**config.mk**
```make
export PLATFORM = sky130hd
export DESIGN_NAME = inst_queue_flat
export DESIGN_NICKNAME = d
export VERILOG_FILES = /design/src/rtl/inst_queue_if.sv /design/src/rtl/inst_queue.sv /design/src/flat_wrapper.sv
export SDC_FILE = /design/constraint.sdc
export NUM_CORES = 2
export LEC_CHECK = 0
export BUFFER_PORTS_ARGS = -buffer_cell sky130_fd_sc_hd__buf_4
export CAP_MARGIN = 20
export CORE_UTILIZATION = 30
export CTS_CLUSTER_DIAMETER = 100
export CTS_CLUSTER_SIZE = 20
export DETAILED_ROUTE_END_ITERATION = 6
export GPL_TIMING_DRIVEN = 0
export PLACE_DENSITY_LB_ADDON = 0.1
export SYNTH_ARGS = -nofsm -noshare
export SYNTH_HDL_FRONTEND = slang
export SYNTH_SLANG_ARGS = --single-unit
export TNS_END_PERCENT = 5
```
**constraint.sdc**
```tcl
create_clock -name clk_in -period 2.65 [get_ports clk_in]
set_clock_uncertainty 0.05 [all_clocks]
set_input_delay 0.265 -clock clk_in [delete_from_list [all_inputs] [get_ports clk_in]]
set_output_delay 0.265 -clock clk_in [all_outputs]
set_load 0.02 [all_outputs]
```
**src/rtl/inst_queue_if.sv**
```systemverilog
// Fetch/dispatch-facing bundle of the instruction queue.
// With IQ_PREDECODE_EN defined the bundle also carries out_is_ctrl/out_is_mem.
interface inst_queue_if #(
    parameter int unsigned PTR_W = 3
);
    logic             push_valid;
    logic [31:0]      push_inst;
    logic [31:0]      push_npc;
    logic             iq_full;
    logic             deq_ready;
    logic             out_valid;
    logic [31:0]      out_inst;
    logic [31:0]      out_pc;
    logic [31:0]      out_npc;
    logic [PTR_W:0]   count;
`ifdef IQ_PREDECODE_EN
    logic             out_is_ctrl;
    logic             out_is_mem;
`endif

    // Producer/consumer side (fetch + dispatch)
    modport master (
        output push_valid, push_inst, push_npc, deq_ready,
        input  iq_full, out_valid, out_inst, out_pc, out_npc, count
`ifdef IQ_PREDECODE_EN
        , input out_is_ctrl, out_is_mem
`endif
    );

    // Queue side
    modport slave (
        input  push_valid, push_inst, push_npc, deq_ready,
        output iq_full, out_valid, out_inst, out_pc, out_npc, count
`ifdef IQ_PREDECODE_EN
        , output out_is_ctrl, out_is_mem
`endif
    );
endinterface

```
**src/rtl/inst_queue.sv**
```systemverilog
// Instruction queue between fetch and decode/dispatch: circular buffer of
// DEPTH entries {inst, pc, npc}, one-cycle flush on ROB redirect.
// Optional feature macro: IQ_PREDECODE_EN (stores is_ctrl/is_mem per entry).
module inst_queue #(
    parameter int unsigned DEPTH = 8,
    parameter int unsigned PTR_W = 3
) (
    input  logic             clk_in,
    input  logic             rst_in,
    input  logic             rdy_in,
    input  logic             flush,
    inst_queue_if.slave      iq
);
    localparam int unsigned CNT_W = PTR_W + 1;

    logic [PTR_W-1:0] head_q, head_d;
    logic [PTR_W-1:0] tail_q, tail_d;
    logic [CNT_W-1:0] count_q, count_d;

    logic [31:0] inst_q [DEPTH];
    logic [31:0] pc_q   [DEPTH];
    logic [31:0] npc_q  [DEPTH];
`ifdef IQ_PREDECODE_EN
    logic        ctrl_q [DEPTH];
    logic        mem_q  [DEPTH];
    logic        push_ctrl_c;
    logic        push_mem_c;
    logic [6:0]  opcode_c;
`endif

    logic flush_c;
    logic push_fire_c;
    logic pop_fire_c;
    logic overflow_c;
    logic q_full_c;

    // Handshake qualification and pointer/count next state
    always_comb begin
        head_d      = head_q;
        tail_d      = tail_q;
        count_d     = count_q;
        flush_c     = rdy_in & flush;
        q_full_c    = (count_q == CNT_W'(DEPTH));
        pop_fire_c  = rdy_in & ~flush & (count_q != '0) & iq.deq_ready;
        push_fire_c = rdy_in & ~flush & iq.push_valid & (~q_full_c | pop_fire_c);
        overflow_c  = rdy_in & ~flush & iq.push_valid & q_full_c & ~pop_fire_c;

        if (flush_c) begin
            head_d  = '0;
            tail_d  = '0;
            count_d = '0;
        end else begin
            if (push_fire_c) begin
                tail_d = tail_q + PTR_W'(1);
            end
            if (pop_fire_c) begin
                head_d = head_q + PTR_W'(1);
            end
            if (push_fire_c && !pop_fire_c) begin
                count_d = count_q + CNT_W'(1);
            end else if (pop_fire_c && !push_fire_c) begin
                count_d = count_q - CNT_W'(1);
            end
        end
    end

`ifdef IQ_PREDECODE_EN
    // Predecode of the incoming opcode
    always_comb begin
        opcode_c    = iq.push_inst[6:0];
        push_ctrl_c = (opcode_c == 7'b1100011) || (opcode_c == 7'b1101111) ||
                      (opcode_c == 7'b1100111);
        push_mem_c  = (opcode_c == 7'b0000011) || (opcode_c == 7'b0100011);
    end
`endif

    // Pointer and occupancy registers
    always_ff @(posedge clk_in or negedge rst_in) begin
        if (!rst_in) begin
            head_q  <= '0;
            tail_q  <= '0;
            count_q <= '0;
        end else begin
            head_q  <= head_d;
            tail_q  <= tail_d;
            count_q <= count_d;
        end
    end

    // Entry storage; pc is derived once at push so the read path is a plain mux
    always_ff @(posedge clk_in or negedge rst_in) begin
        if (!rst_in) begin
            for (int unsigned i = 0; i < DEPTH; i++) begin
                inst_q[i] <= '0;
                pc_q[i]   <= '0;
                npc_q[i]  <= '0;
`ifdef IQ_PREDECODE_EN
                ctrl_q[i] <= 1'b0;
                mem_q[i]  <= 1'b0;
`endif
            end
        end else if (push_fire_c) begin
            inst_q[tail_q] <= iq.push_inst;
            pc_q[tail_q]   <= iq.push_npc - 32'd4;
            npc_q[tail_q]  <= iq.push_npc;
`ifdef IQ_PREDECODE_EN
            ctrl_q[tail_q] <= push_ctrl_c;
            mem_q[tail_q]  <= push_mem_c;
`endif
        end
    end

    // Head read and status flags
    always_comb begin
        iq.out_valid = (count_q != '0);
        iq.iq_full   = (count_q >= CNT_W'(DEPTH - 1));
        iq.count     = count_q;
        iq.out_inst  = inst_q[head_q];
        iq.out_pc    = pc_q[head_q];
        iq.out_npc   = npc_q[head_q];
`ifdef IQ_PREDECODE_EN
        iq.out_is_ctrl = ctrl_q[head_q];
        iq.out_is_mem  = mem_q[head_q];
`endif
    end

`ifndef SYNTHESIS
    // Report pushes that arrive while the queue is completely full
    always_ff @(posedge clk_in) begin
        if (rst_in && overflow_c) begin
            $info("iq overflow");
        end
    end
`endif

endmodule

```
**src/flat_wrapper.sv**
```systemverilog
// flat-port wrapper written by rule: the top's interface ports become plain ports
module inst_queue_flat 
#(
    parameter int unsigned DEPTH = 8,
    parameter int unsigned PTR_W = 3
)
  (clk_in, rst_in, rdy_in, flush, iq_push_valid, iq_push_inst, iq_push_npc, iq_deq_ready, iq_iq_full, iq_out_valid, iq_out_inst, iq_out_pc, iq_out_npc, iq_count);
  inst_queue_if #(.PTR_W(PTR_W)) iq_i ();
  input  logic clk_in;
  input  logic rst_in;
  input  logic rdy_in;
  input  logic flush;
  input wire logic [$bits(iq_i.push_valid)-1:0] iq_push_valid;
  input wire logic [$bits(iq_i.push_inst)-1:0] iq_push_inst;
  input wire logic [$bits(iq_i.push_npc)-1:0] iq_push_npc;
  input wire logic [$bits(iq_i.deq_ready)-1:0] iq_deq_ready;
  output wire logic [$bits(iq_i.iq_full)-1:0] iq_iq_full;
  output wire logic [$bits(iq_i.out_valid)-1:0] iq_out_valid;
  output wire logic [$bits(iq_i.out_inst)-1:0] iq_out_inst;
  output wire logic [$bits(iq_i.out_pc)-1:0] iq_out_pc;
  output wire logic [$bits(iq_i.out_npc)-1:0] iq_out_npc;
  output wire logic [$bits(iq_i.count)-1:0] iq_count;
  assign iq_i.push_valid = iq_push_valid;
  assign iq_i.push_inst = iq_push_inst;
  assign iq_i.push_npc = iq_push_npc;
  assign iq_i.deq_ready = iq_deq_ready;
  assign iq_iq_full = iq_i.iq_full;
  assign iq_out_valid = iq_i.out_valid;
  assign iq_out_inst = iq_i.out_inst;
  assign iq_out_pc = iq_i.out_pc;
  assign iq_out_npc = iq_i.out_npc;
  assign iq_count = iq_i.count;
  inst_queue #(.DEPTH(DEPTH), .PTR_W(PTR_W)) u_core (.clk_in(clk_in), .rst_in(rst_in), .rdy_in(rdy_in), .flush(flush), .iq(iq_i));
endmodule
```
# == Word level (Yosys, flattened, before mapping) ==
# Index checks and enable logic that the tools add are counted.
# classes
add_sub_neg,5
n_lt_le_gt_ge,4
n_eq_ne,1
muxes,21
bitwise_logic,11
n_reduce_logical,9
# ops
cell,n
bitwise mux 256 bit,3
binary-select mux 32 bit (select 3 bit),3
2-to-1 mux 32 bit,7
demux 32 bit (select 3 bit),1
"subtractor 32 x 3 -> 32 bit, second input constant",1
2-to-1 mux 3 bit,4
2-to-1 mux 4 bit,3
">= comparator 4 bit, second input constant",2
inverter 3 -> 4 bit,2
"adder 3 x 1 -> 3 bit, second input constant",2
bitwise AND 1 bit,6
"adder 4 x 1 -> 4 bit, second input constant",1
"== test 4 bit, second input constant",1
">= comparator 4 x 3 -> 1 bit, second input constant",1
"< comparator 4 x 1 -> 1 bit, second input constant",1
nonzero test 2 bit,2
nonzero test 4 bit,1
"subtractor 4 x 1 -> 4 bit, second input constant",1
logical AND 1 bit,3
nonzero test 3 bit,1
zero test 1 bit,2
inverter 1 bit,2
OR 1 bit,1
# totals
ff_bits,778
output_inout_bits,102
word_cells,78

# == Longest topological paths before layout ==
# logic_depth
ltp_word,11
depth_mapped,12

# == Worst setup path before layout ==
# No wires, ideal clock.
# synth_timing
path_kind,register to register
from,reg u_core.count_q[1] (netlist: u_core.iq.count[1])
to,reg u_core.count_q[3] (netlist: u_core.iq.count[3])
setup_time_ns,0.078
t_arrival_ns,2.958
required_time_ns,2.522
slack_ns,-0.436
stages_incl_launch_ff,13
period_less_slack_ns,3.086
path_cell_list,dfrtp_1 or4_1 and4b_1 clkbuf_1 inv_1 ha_1 inv_1 ha_1 a21o_1 a21oi_1 xnor2_1 or3_1 a21oi_1
# synth_via
elab_chain_len,8
word_cells_on_any_way,17
# synth_rtl
item,line_no,text
from (decl),inst_queue.sv:18,"logic [CNT_W-1:0] count_q, count_d;"
from (signal assigned),inst_queue.sv:86,count_q <= count_d;
nonzero test 4 bit *,-,
via iq_out_valid,flat_wrapper.sv:18,output wire logic [$bits(iq_i.out_valid)-1:0] iq_out_valid;
bitwise AND 1 bit * (2 in a row),inst_queue.sv:44,pop_fire_c = rdy_in & ~flush & (count_q != '0) & iq.deq_ready;
OR 1 bit,inst_queue.sv:45,push_fire_c = rdy_in & ~flush & iq.push_valid & (~q_full_c | pop_fire_c);
bitwise AND 1 bit,inst_queue.sv:45,
logical AND 1 bit or zero test 1 bit (tied branches),"inst_queue.sv:59, inst_queue.sv:61",
2-to-1 mux 4 bit or logical AND 1 bit (tied branches),"inst_queue.sv:59, inst_queue.sv:61",
2-to-1 mux 4 bit or nonzero test 3 bit (tied branches),-,
# Mark *: on every way through the listed nets, which the timed path passes. The rest lies on a longest branch. The select of a mux whose other input is x is not followed.
# A chain may end at the register's enable or synchronous reset.

# == Worst setup path after layout ==
# layout_timing
from,reg u_core.head_q[1]
to,out iq_out_pc[1]
# layout_via
elab_chain_len,4
# layout_rtl
item,line_no,text
from (decl),inst_queue.sv:16,"logic [PTR_W-1:0] head_q, head_d;"
from (signal assigned),inst_queue.sv:80,head_q <= '0;
from (signal assigned),inst_queue.sv:84,head_q <= head_d;
inverter 3 -> 4 bit (not written as such),inst_queue.sv:119,iq.out_pc = pc_q[head_q];
binary-select mux 32 bit (select 3 bit),inst_queue.sv:119,
2-to-1 mux 32 bit (not written as such) (2 in a row),inst_queue.sv:119,
to (decl),flat_wrapper.sv:20,output wire logic [$bits(iq_i.out_pc)-1:0] iq_out_pc;
# Every way passes these cells. The select of a mux whose other input is x is not followed.

==> impl_metrics.json <==
{
  "final_common_cell": "nand2_1",
  "finalSetupViolations": 147,
  "place_congestion": 0.765,
  "routed_wl_mm": 119,
  "synth_adder_area_share": 0.00277,
  "grt_max_degree": 110,
  "port_buffers": 128,
  "crit_required_ns": 2.34,
  "path_cells": "clkbuf_16, clkbuf_16, clkbuf_8, mux4_2, mux2_4, buf_6, buf_6",
  "synth_top_family_by_area": "multiplexers",
  "final_cell_mix": "nand2_1, dfrtp_1, o21ai_0",
  "synthSimpleGateAreaFrac": 0.166,
  "grt.total_usage": 0.208,
  "async_flop_share": 1.00,
  "synth-xor-area-share": 0.00916,
  "die_w_um": 340,
  "total_power_w": 0.0368,
  "m1WireLength_mm": 57.6,
  "rsz0062_at_grt": "yes",
  "nFillCells": 11300,
  "grt_pass1_wl_mm": 179,
  "via_per_inst": 4.91,
  "wl_per_cell_um": 23.9,
  "first_iter_violations": 1618,
  "dp_slack_ns": -1.42,
  "row_count": 123,
  "ant_nets": 0,
  "power_frac_comb": 0.395,
  "syn_nets": 3288,
  "core_area_um2": 113000,
  "nets": 3556,
  "max_freq_mhz": 338,
  "violations": "negative setup slack",
  "wl_met3_mm": 4.05,
  "cts_buffer_depth": 3,
  "synth-seq-area-share": 0.556,
  "synth_area_um2": 34300,
  "area_growth_pct": 19.8,
  "synth_edf_count": 0,
  "synth-main-ff-cell": "dfrtp_1",
  "irDropWorstVdd_mv": 0.468,
  "met2_length_mm": 54.9,
  "postLayoutCoreUtil": 0.364,
  "switching_share": 0.327,
  "grt_overflow_total": 0,
  "slew_headroom": 0.296,
  "first_global_vias": 25300,
  "clk_pin_slew_ns": 0.09,
  "drc": 0,
  "vias": 24500,
  "cts_max_level": 2,
  "numClockSinks": 762,
  "synth-seq-cells": 762,
  "cp_slowest_cell": "dfrtp_1",
  "finalCritPeriodShare": 1.12,
  "synth.area.mux_share": 0.196,
  "root_buffer": "clkbuf_16",
  "slowest_delay_ns": 0.41,
  "start_util": 0.304,
  "holdWs_ns": 0.0787,
  "die_area_um2": 116000,
  "drive_gt1_frac": 0.233,
  "syn_avg_cell_area_um2": 10.7,
  "yosysWarnings": 0,
  "p_seq_frac": 0.405,
  "cts_tree": "built",
  "worst_slack_ns": -0.308,
  "io_pins": 172,
  "synthesis.instances": 3211,
  "antenna_found_initial": 9,
  "p_leak_nw": 19.4,
  "firstDrtPassIters": 5,
  "synth.distinct_cells": 42,
  "internal-power_w": 0.0247,
  "placed_cell_area_um2": 37500,
  "path_class": "register to primary output",
  "worstSkewPairLatency_ns": 0.65,
  "finalHoldViolCount": 0,
  "status": "finished, violations left",
  "reg2reg_slack_ns": -0.18,
  "crit_path_start_kind": "register",
  "fp.dieH_um": 340,
  "maxSlewViolCount": 0,
  "hpwlAfterDp_mm": 79.3,
  "crit_fanout": 10,
  "cp.arrival_ns": 2.64,
  "powerDensity_nw_per_um2": 896,
  "worst_pin_slew_ns": 1.05,
  "pwr-share-clk": 0.200,
  "endpoint_kind": "primary output",
  "drv_cap": 0,
  "synth-compound-area-share": 0.0389,
  "power.switching_w": 0.0120,
  "hp-class": "primary input to register",
  "fin_area_um2": 41000,
  "cts_buffers": 45,
  "period_minus_slack_ns": 2.96,
  "routed.top_layer": "met5"
}
[cell type report]
type	count	area (um2)	area share
inverter	6	22.5	0.000549
multi-input combinational	2174	14600	0.355
antenna	2	5.00	0.000122
clock inverter	4	43.8	0.00107
tap	1500	1880	0.0457
timing repair buffer	225	2650	0.0645
sequential	762	19100	0.465
buffer	265	1670	0.0406
clock buffer	48	1150	0.0280
[state kept, by name, summed over array words and instances, names as in the netlist]
name             cells
u_core.inst_q      256
u_core.npc_q       256
u_core.pc_q        240
u_core.iq.count      4
u_core.head_q        3
u_core.tail_q        3
[final timing paths]
kind                            cells after the start          startpoint            endpoint
worst max-delay path                                7    u_core.head_q[1]        iq_out_pc[1]
worst min-delay path                                3     iq_push_npc[23]   u_core.npc_q[151]
worst max register to register                     12  u_core.iq.count[1]  u_core.iq.count[3]
min in group asynchronous                           2              rst_in    u_core.pc_q[239]
worst min register to register                      2   u_core.npc_q[177]   u_core.npc_q[177]
max in group asynchronous                           5              rst_in  u_core.inst_q[144]
[cell families after synthesis]
logic type / Yosys count
DFF: 762
AOI/OAI and AO/OA: 265
and+or+nand+nor: 1459
muxes: 408
xor gates and xnor gates: 35
buffers and inverters: 275
adders and majority gates: 7
[stage by stage]
step,instances,setup TNS [ns]
2_1_floorplan,3211,-0.112
3_3_place_gp,4839,-7248.33
3_5_place_dp,4859,-757.58
4_1_cts,4978,-30.95
5_1_grt,4984,-43.29
6_report,4986,-24.27
[Yosys cell counts (all sizes together) (3+ instances only)]
cell type,n,area share
nand2,1377,0.15
clkbuf,230,0.025
nor2,28,0.0031
mux4,188,0.12
nor4,8,0.0027
nand4,5,0.0011
mux2,218,0.072
ha,6,0.0022
dfrtp,762,0.56
or4,3,0.00077
xor2,10,0.0026
a21oi,11,0.0016
nand3,6,0.00088
nor3,13,0.0020
inv,6,0.00066
o21ai,252,0.037
and3,4,0.00073
or3,5,0.0011
xnor2,25,0.0066
buf,39,0.0053
[power by group through the flow]
stage | sequential (W) | combinational (W) | clock, W
floorplan | 0.0147 | 0.00760 | 0
global placement | 0.0151 | 0.0117 | 0
detailed placement | 0.0151 | 0.0118 | 0
CTS | 0.0149 | 0.0144 | 0.00762
global route | 0.0152 | 0.0155 | 0.00794
finish | 0.0149 | 0.0145 | 0.00736
[metal layers]
| layer | vias to the layer above | global-route usage |
|---|---|---|
| met2 | 429 | 0.324 |
| li1 | 11100 | - |
| met3 | 111 | 0.0208 |
| met4 | 6 | 0.0517 |
| met5 | - | 0 |
| met1 | 12800 | 0.310 |
[critical path, delay by kind of cell (launching register included)]
kind / cells / cell delay [ns]
mux: 2 / 0.67
buf+inv: 5 / 0.91
flops: 1 / 0.41
[repair_timing]
| action | in CTS | in global routing |
|---|---|---|
| setup buffers | 19 | 7 |
| cloned | 9 | 4 |
| endpoints found under the hold margin | 356 | 0 |
| hold buffers | 40 | 0 |
| setup endpoints to repair | 852 | 549 |
| gates resized for setup | 407 | 65 |
| pin swaps | 0 | 3 |
Power figures use the tool's default switching activity.
